<file path="config.mk">
export PLATFORM = sky130hd
export DESIGN_NAME = operand_pairer
export DESIGN_NICKNAME = d
export VERILOG_FILES = /design/src/rtl/operand_pairer_pkg.sv /design/src/rtl/pair_fifo2.sv /design/src/rtl/operand_pairer.sv
export SDC_FILE = /design/constraint.sdc
export NUM_CORES = 1
export LEC_CHECK = 0
export ABC_CLOCK_PERIOD_IN_PS = 2800
export CAP_MARGIN = 20
export CORE_UTILIZATION = 40
export CTS_CLUSTER_SIZE = 16
export DETAILED_ROUTE_END_ITERATION = 12
export GPL_ROUTABILITY_DRIVEN = 0
export HOLD_SLACK_MARGIN = 0.08
export PLACE_DENSITY = 0.63
export SLEW_MARGIN = 20
export SYNTH_ARGS = -nofsm -noshare
export SYNTH_HDL_FRONTEND = slang
export SYNTH_HIERARCHICAL = 1
export SYNTH_SLANG_ARGS = --single-unit
</file>
<file path="constraint.sdc">
create_clock -name clk_i -period 2.8 [get_ports clk_i]
set_clock_uncertainty 0.2 [all_clocks]
set_input_delay 0.42 -clock clk_i [delete_from_list [all_inputs] [get_ports clk_i]]
set_output_delay 0.42 -clock clk_i [all_outputs]
set_load 0.005 [all_outputs]
</file>
<file path="src/rtl/operand_pairer_pkg.sv">
// Shared constants for the operand pairer: default widths, pair FIFO depth and
// the pairing FSM state encoding.
package operand_pairer_pkg;

  localparam int DEF_WIDTH     = 8;
  localparam int DEF_CNT_WIDTH = 16;
  localparam int FIFO_DEPTH    = 2;

  typedef enum logic {
    WAIT_A = 1'b0,
    WAIT_B = 1'b1
  } pair_state_t;

endpackage

</file>
<file path="src/rtl/pair_fifo2.sv">
// Two-entry synchronous FIFO of operand pairs; head visible combinationally, zero when empty.
// Pushes while full and pops while empty are ignored; full/empty come from registered state.
module pair_fifo2
  import operand_pairer_pkg::*;
#(
  parameter int DW = 2 * DEF_WIDTH
) (
  input  logic          clk_i,
  input  logic          rst_i,
  input  logic          push,
  input  logic [DW-1:0] push_dat,
  input  logic          pop,
  output logic [DW-1:0] head_dat,
  output logic          full,
  output logic          empty
);

  localparam logic [1:0] FULL_CNT = 2'(FIFO_DEPTH);

  logic [DW-1:0] mem [FIFO_DEPTH];
  logic          wr_ptr;
  logic          rd_ptr;
  logic [1:0]    count;
  logic          do_push;
  logic          do_pop;

  assign full    = (count == FULL_CNT);
  assign empty   = (count == 2'd0);
  assign do_push = push && !full;
  assign do_pop  = pop && !empty;

  always_ff @(posedge clk_i) begin
    if (rst_i) begin
      wr_ptr <= 1'b0;
      rd_ptr <= 1'b0;
      count  <= 2'd0;
      for (int i = 0; i < FIFO_DEPTH; i++) begin
        mem[i] <= '0;
      end
    end else begin
      if (do_push) begin
        mem[wr_ptr] <= push_dat;
        wr_ptr      <= ~wr_ptr;
      end
      if (do_pop) begin
        rd_ptr <= ~rd_ptr;
      end
      // Simultaneous push and pop leaves the occupancy unchanged.
      case ({do_push, do_pop})
        2'b10:   count <= count + 2'd1;
        2'b01:   count <= count - 2'd1;
        default: count <= count;
      endcase
    end
  end

  assign head_dat = empty ? '0 : mem[rd_ptr];

endmodule

</file>
<file path="src/rtl/operand_pairer.sv">
// Groups a serial word stream into (op1, op2) pairs buffered two deep; a pair appears one cycle
// after its closing word, and s_ready_o drops only when both slots hold. Define OPERAND_PAIRER_COUNT_EN for pair_count_o.
module operand_pairer
  import operand_pairer_pkg::*;
#(
  parameter int WIDTH     = DEF_WIDTH,
  parameter int CNT_WIDTH = DEF_CNT_WIDTH
) (
  input  logic             clk_i,
  input  logic             rst_i,
  input  logic [WIDTH-1:0] s_data_i,
  input  logic             s_valid_i,
  input  logic             s_last_i,
  output logic             s_ready_o,
  output logic [WIDTH-1:0] m_op1_o,
  output logic [WIDTH-1:0] m_op2_o,
  output logic             m_valid_o,
  input  logic             m_ready_i
`ifdef OPERAND_PAIRER_COUNT_EN
  ,
  output logic [CNT_WIDTH-1:0] pair_count_o
`endif
);

  if (WIDTH < 1 || CNT_WIDTH < 1) begin : g_bad_params
    $error("operand_pairer: WIDTH and CNT_WIDTH must be at least 1");
  end

  pair_state_t        state;
  pair_state_t        state_nxt;
  logic [WIDTH-1:0]   hold;
  logic               hold_load;
  logic               accept;
  logic               push;
  logic               pop;
  logic               full;
  logic               empty;
  logic [2*WIDTH-1:0] push_dat;
  logic [2*WIDTH-1:0] head_dat;

  // Ready depends only on reset and registered occupancy, never on m_ready_i.
  assign s_ready_o = !rst_i && !full;
  assign accept    = s_valid_i && s_ready_o;

  always_ff @(posedge clk_i) begin
    if (rst_i) begin
      state <= WAIT_A;
    end else begin
      state <= state_nxt;
    end
  end

  always_comb begin
    state_nxt = state;
    case (state)
      WAIT_A: if (accept && !s_last_i) state_nxt = WAIT_B;
      WAIT_B: if (accept) state_nxt = WAIT_A;
      default: state_nxt = WAIT_A;
    endcase
  end

  always_comb begin
    push      = 1'b0;
    hold_load = 1'b0;
    push_dat  = '0;
    case (state)
      WAIT_A: begin
        if (accept) begin
          if (s_last_i) begin
            push     = 1'b1;
            push_dat = {s_data_i, {WIDTH{1'b0}}};
          end else begin
            hold_load = 1'b1;
          end
        end
      end
      WAIT_B: begin
        if (accept) begin
          push     = 1'b1;
          push_dat = {hold, s_data_i};
        end
      end
      default: begin
        push      = 1'b0;
        hold_load = 1'b0;
      end
    endcase
  end

  always_ff @(posedge clk_i) begin
    if (rst_i) begin
      hold <= '0;
    end else if (hold_load) begin
      hold <= s_data_i;
    end
  end

  pair_fifo2 #(
    .DW(2 * WIDTH)
  ) u_fifo (
    .clk_i    (clk_i),
    .rst_i    (rst_i),
    .push     (push),
    .push_dat (push_dat),
    .pop      (pop),
    .head_dat (head_dat),
    .full     (full),
    .empty    (empty)
  );

  // Outputs are forced quiet during reset, even before the first reset edge clears the FIFO.
  assign m_valid_o = !rst_i && !empty;
  assign pop       = m_valid_o && m_ready_i;
  assign m_op1_o   = rst_i ? '0 : head_dat[2*WIDTH-1:WIDTH];
  assign m_op2_o   = rst_i ? '0 : head_dat[WIDTH-1:0];

`ifdef OPERAND_PAIRER_COUNT_EN
  logic [CNT_WIDTH-1:0] pair_cnt;

  always_ff @(posedge clk_i) begin
    if (rst_i) begin
      pair_cnt <= '0;
    end else if (pop && (pair_cnt != {CNT_WIDTH{1'b1}})) begin
      pair_cnt <= pair_cnt + 1'b1;
    end
  end

  assign pair_count_o = rst_i ? '0 : pair_cnt;
`endif

endmodule

</file>
==> impl_metrics.yaml, run 1 <==
clock_network:
  post_cts_resized: 0
  cts_inserted_buffers: 5
  numClockSinks: 46
  clkTransAtPathRegs_ps: 90
  cts_tree: "done"
  hold_buffers: 0
  cts_buffer_depth: 2
  root_buffer: "clkbuf_8"
  post_cts_buffers: 0
  htree_levels: 2
  clock_latency_ps: 300
global_route:
  grt_start_max_net_pins: 28
  grt_pass1_wl_mm: 7.21
  overflow: 0
  grt_pass1_vias: 1584
  antenna_found_initial: 0
  globalRouteTotalUtil_pct: 15.2
finish:
  num-nets-final: 281
  drive_gt1_share_pct: 10.4
  utilization_pct: 50.7
  antennaDiodeCount: 0
  fillers: 555
  seqCellArea_um2: 1240
  syn_to_final_growth_pct: 20.1
  instances_no_fill: 340
  multi_input_area_um2: 1020
sta:
  finalHoldViolations: 0
  setup_viol: 0
  rsz0062_at_grt: "no"
  tns_ps: 0
  min_period_over_period_pct: 87.5
  slew_violations: 0
  max_freq_mhz: 408
  fin_ws_ps: 351
  final.min_clock_period_ps: 2450
  slew_headroom_pct: 62.1
  tightest_slew_ps: 567
min_path:
  worstHoldPathType: "register to register"
floorplanning:
  rows: 27
  die_y_um: 79.0
  initial_utilization_pct: 42.2
  die_w_um: 79.0
  boundaryPins: 31
  core_area_um2: 5610
  die-area_um2: 6230
setup_path:
  crit_fanout: 16
  cp.arrival_ps: 1830
  startpoint_type: "register"
  cp_data_required_time_ps: 2180
  end_kind: "output pin"
  path_class: "register to output pin"
synthesis:
  synth_common_cells: "54 x nor2_1, 32 x edfxtp_1, 20 x nand2b_1, 16 x mux2i_1, 14 x dfxtp_1"
  syn_avg_cell_area_um2: 10.1
  yosys.area.top_type: "edfxtp_1"
  async_flop_share_pct: 0
  postSynthCellCount: 235
  synth-edff-count: 32
  yosysMostFrequentCell: "nor2_1"
  yosysSeqAreaShare_pct: 52.4
  synth-seq-cells: 46
  synth_top_cell_area_share_pct: 40.6
  synthDistinctLibCells: 33
  yosys_warnings: 6
  synth_nets: 249
  synth_area_um2: 2370
  synth_area_leaders: "edfxtp_1 41%, dfxtp_1 12%, nor2_1 8.6%"
  synth-main-ff-cell: "edfxtp_1"
status:
  status: "complete, no violations"
drt:
  vias_per_cell: 4.91
  vias: 1669
  drt_wl_total_mm: 4.30
  drtIter0Drc: 76
  wl_per_cell_um: 12.6
  ant_nets: 0
  drc: 0
  dr.pass1.iters: 6
placement:
  port_buffers: 30
  pre_cts_ws_ps: 191
  dp_hpwl_mm: 3.11
  placedCellCount: 332
power_and_ir_drop:
  vdd_ir_drop_max_v: 0.000245
  pwr_density_cell_nw_per_um2: 463
  p_leak_nw: 1.02
flow_run:
  cap_violations: 0
final timing paths:
path	startpoint	cells past startpoint	end	slack (ps)
max reg2reg	u_fifo/count[1]	9	u_fifo/count[1]	430
max	u_fifo/count[0]	5	m_op1_o[1]	350
min reg2reg	hold[7]	2	hold[7]	300
min	hold[7]	2	hold[7]	300
through the flow:
| step | hold slack (ps) | total power [mW] | cell area (µm²) |
|---|---|---|---|
| 2_1_floorplan | 263 | 0.875 | 2370 |
| 3_3_place_gp | 274 | 0.938 | 2760 |
| 3_5_place_dp | 282 | 0.941 | 2760 |
| 4_1_cts | 294 | 1.33 | 2840 |
| 5_1_grt | 310 | 1.37 | 2840 |
| 6_report | 296 | 1.32 | 2840 |
flip-flops by register name, indices dropped and copies added, names as in the netlist, named ones only:
name	count
hold	8
state	1
u_fifo/count	2
u_fifo/mem	32
u_fifo/rd_ptr	1
u_fifo/wr_ptr	1
routing by layer:
metal  vias to the layer above  global-route usage, %  share of wire (%)
met5                         -                      0                  0
met4                         0                   8.91                1.3
met3                         4                   2.41                3.0
met2                        34                   25.0                 47
met1                       772                   18.7                 48
li1                        859                      -                  -
worst max-delay path, stage by stage (launching register included):
cell and delay, ps:
dfxtp_1 420, nor2_1 90, buf_4 200, nor2_1 150, nor2b_1 160, clkdlybuf4s50_1 510
power by group:
group	switching (mW)	internal, mW	leakage [nW]
Sequential	0.0124	0.757	0.448
Clock	0.222	0.172	0.0432
Combinational	0.0804	0.0745	0.524
cell families after synthesis:
family,after synthesis,share of synthesized area [%]
flops,46,52.4
xor+xnor,3,1.11
simple gates,126,26.9
compound gates,23,7.66
fa+ha+maj,1,0.528
buf+inv,20,4.65
mux,16,6.76
cells in the final DEF (no fill, tap or decap), drive strengths merged:
| master | netlist | routed |
|---|---|---|
| clkdlybuf4s50 | 0 | 30 |
| clkinv | 0 | 3 |
| or3 | 2 | 2 |
| buf | 8 | 11 |
| edfxtp | 32 | 32 |
| and2 | 9 | 9 |
| nor3 | 1 | 1 |
| or2b | 1 | 1 |
| and3 | 2 | 2 |
| a21oi | 2 | 2 |
| dfxtp | 14 | 14 |
| o211ai | 8 | 8 |
| a2bb2oi | 1 | 1 |
| xnor2 | 1 | 1 |
| mux2i | 16 | 16 |
| and2b | 5 | 5 |
| o21ai | 3 | 3 |
| inv | 4 | 4 |
| nor2 | 55 | 55 |
| nand2b | 20 | 20 |
| nand3 | 9 | 9 |
| a22o | 8 | 8 |
| clkbuf | 8 | 5 |
| xor2 | 2 | 2 |
| or2 | 1 | 1 |
| nor2b | 12 | 12 |
| a31o | 1 | 1 |
| nand2 | 9 | 9 |
| ha | 1 | 1 |
layout make-up:
type | instances | area share, %
timing repair buffer | 41 | 13.9
tap | 72 | 3.17
inverter | 4 | 0.528
clock buffer | 5 | 2.42
multi-input combinational | 169 | 35.8
sequential | 46 | 43.6
clock inverter | 3 | 0.572
(Power assumes the default switching activity.)
==> run 2, diff against run 1 <==
--- a/config.mk
+++ b/config.mk
@@ -13,6 +13,7 @@
 export GPL_ROUTABILITY_DRIVEN = 0
 export HOLD_SLACK_MARGIN = 0.08
 export PLACE_DENSITY = 0.63
+export REMOVE_ABC_BUFFERS = 1
 export SLEW_MARGIN = 20
 export SYNTH_ARGS = -nofsm -noshare
 export SYNTH_HDL_FRONTEND = slang
==> run 2 against run 1 <==
First-iteration DRC count up 12%. Sequential share of layout area down 0.83 points. Worst hold slack worse by 5.4 ps. Maximum frequency down 2.0%. Count of clock-buffer cells in the layout unchanged. Critical endpoint is now m_op2_o[0]. Largest power group unchanged. Cell area up 1.9%. Global-route usage up 1.2 points. Cell count up 0.29%. Die area unchanged.
==> impl_metrics.yaml, run 2 (synthesis results as in run 1) <==
status:
  status: "complete, no violations"
clock_network:
  post_cts_resized: 0
  cts_inserted_buffers: 5
  cts_buffer_depth: 2
  post_cts_buffers: 0
  root_buffer: "clkbuf_8"
  htree_levels: 2
  numClockSinks: 46
  cts_tree: "done"
  hold_buffers: 0
  clock_latency_ps: 290
  clkTransAtPathRegs_ps: 90
sta:
  min_period_over_period_pct: 89.2
  rsz0062_at_grt: "no"
  slew_violations: 0
  slew_headroom_pct: 53.9
  tightest_slew_ps: 690
  max_freq_mhz: 400
  final.min_clock_period_ps: 2500
  setup_viol: 0
  fin_ws_ps: 302
  finalHoldViolations: 0
finish:
  utilization_pct: 51.7
  syn_to_final_growth_pct: 22.4
  final_common_cell: "nor2_1"
  antennaDiodeCount: 0
  num-nets-final: 282
  regMostFlops: "u_fifo/mem"
  reg.largest.list: "u_fifo/mem x32, hold x8, u_fifo/count x2"
  layout_common_cells: "54 x nor2_1, 32 x edfxtp_1, 30 x clkdlybuf4s50_1"
  drive_gt1_share_pct: 11.2
  largest_reg_flops: 32
  instances_no_fill: 341
global_route:
  busiest_layer: "met2"
  grt_util_met3_pct: 3.22
  use_met2_pct: 26.9
  grt_pass1_vias: 1539
  grt_pass1_wl_mm: 7.65
  antenna_found_initial: 0
  grt_start_max_net_pins: 43
  overflow: 0
  globalRouteTotalUtil_pct: 16.3
  grtUsageMet1_pct: 21.0
floorplanning:
  die_y_um: 79.0
  core_area_um2: 5610
  initial_utilization_pct: 42.2
  rows: 27
  boundaryPins: 31
  die-area_um2: 6230
  die_w_um: 79.0
min_path:
  holdPathEnd: "hold[0]"
  hold_path_startpoint: "hold[0]"
  worstHoldPathType: "register to register"
  worstHoldPathCells: 2
setup_path:
  path_class: "input pin to output pin"
  cp.arrival_ps: 1880
  r2r_end: "u_fifo/mem[0][7]"
  startpoint_type: "input pin"
  crit_fanout: 42
  end_kind: "output pin"
  cp_data_required_time_ps: 2180
  reg2reg_depth: 9
  r2r_slack_ps: 460
  worstReg2RegStart: "u_fifo/count[0]"
power_and_ir_drop:
  vdd_ir_drop_max_v: 0.000227
  pwr_density_cell_nw_per_um2: 517
  p_leak_nw: 1.04
drt:
  drc: 0
  vias_per_cell: 4.89
  ant_nets: 0
  wl_per_cell_um: 13.2
  dr.pass1.iters: 4
  drt_wl_total_mm: 4.51
  vias: 1667
  drtIter0Drc: 85
placement:
  placedCellCount: 333
  dp_hpwl_mm: 2.92
  pre_cts_ws_ps: 135
  port_buffers: 30
flow_run:
  cap_violations: 0
## run 2: cell types whose count changed in the layout (fill, tap and decap cells not counted)
cell / previous run / this run
buf_4: 10 / 11
bufinv_16: 0 / 2
clkinv_1: 2 / 1
clkinv_4: 1 / 0
## run 2: final cells by class
| type | count | area, µm² |
|---|---|---|
| fillers | 515 | 2710 |
| well taps | 72 | 90.1 |
| clock inverters | 3 | 63.8 |
| flip-flops and latches | 46 | 1240 |
| clock buffers | 5 | 68.8 |
| repair buffers | 42 | 403 |
| multi-input cells | 169 | 1020 |
| inverters | 4 | 15.0 |
## run 2: worst max-delay path by stage
| stage | slack (ps) | from | depth (start not counted) | to |
|---|---|---|---|---|
| 6_report | 300 | rst_i | 4 | m_op2_o[0] |
| 5_1_grt | 240 | rst_i | 4 | m_op2_o[5] |
| 4_1_cts | 300 | rst_i | 4 | m_op2_o[0] |
| 3_5_place_dp | 130 | rst_i | 8 | u_fifo/mem[0][12] |
| 3_3_place_gp | 190 | rst_i | 8 | u_fifo/mem[0][8] |
| 2_1_floorplan | -120 | u_fifo/count[0] | 8 | u_fifo/mem[0][0] |
## run 2: worst max-delay path, cell delays in order
cell and delay [ps]:
clkdlybuf4s50_1 570, buf_12 230, and2b_1 200, clkdlybuf4s50_1 430
## run 2: layer usage
metal  vias up  routed length [µm]
met3         6                 128
met1       768                2120
met5         -                   0
met4         0                  59
li1        863                   -
met2        30                2200
## run 2: metrics by stage
step | hold slack [ps] | total power [mW] | cell area, µm² | TNS [ps]
after global routing | 328 | 1.57 | 2900 | 0
final | 291 | 1.50 | 2900 | 0
after CTS | 296 | 1.51 | 2900 | 0
after floorplan | 256 | 0.861 | 2270 | -1990
after global placement | 275 | 0.943 | 2770 | 0
after detailed placement | 282 | 0.946 | 2770 | 0
## run 2: power breakdown
group / internal [mW] / total, mW / switching (mW)
Clock: 0.353 / 0.571 / 0.218
Combinational: 0.0750 / 0.159 / 0.0843
Sequential: 0.756 / 0.769 / 0.0123
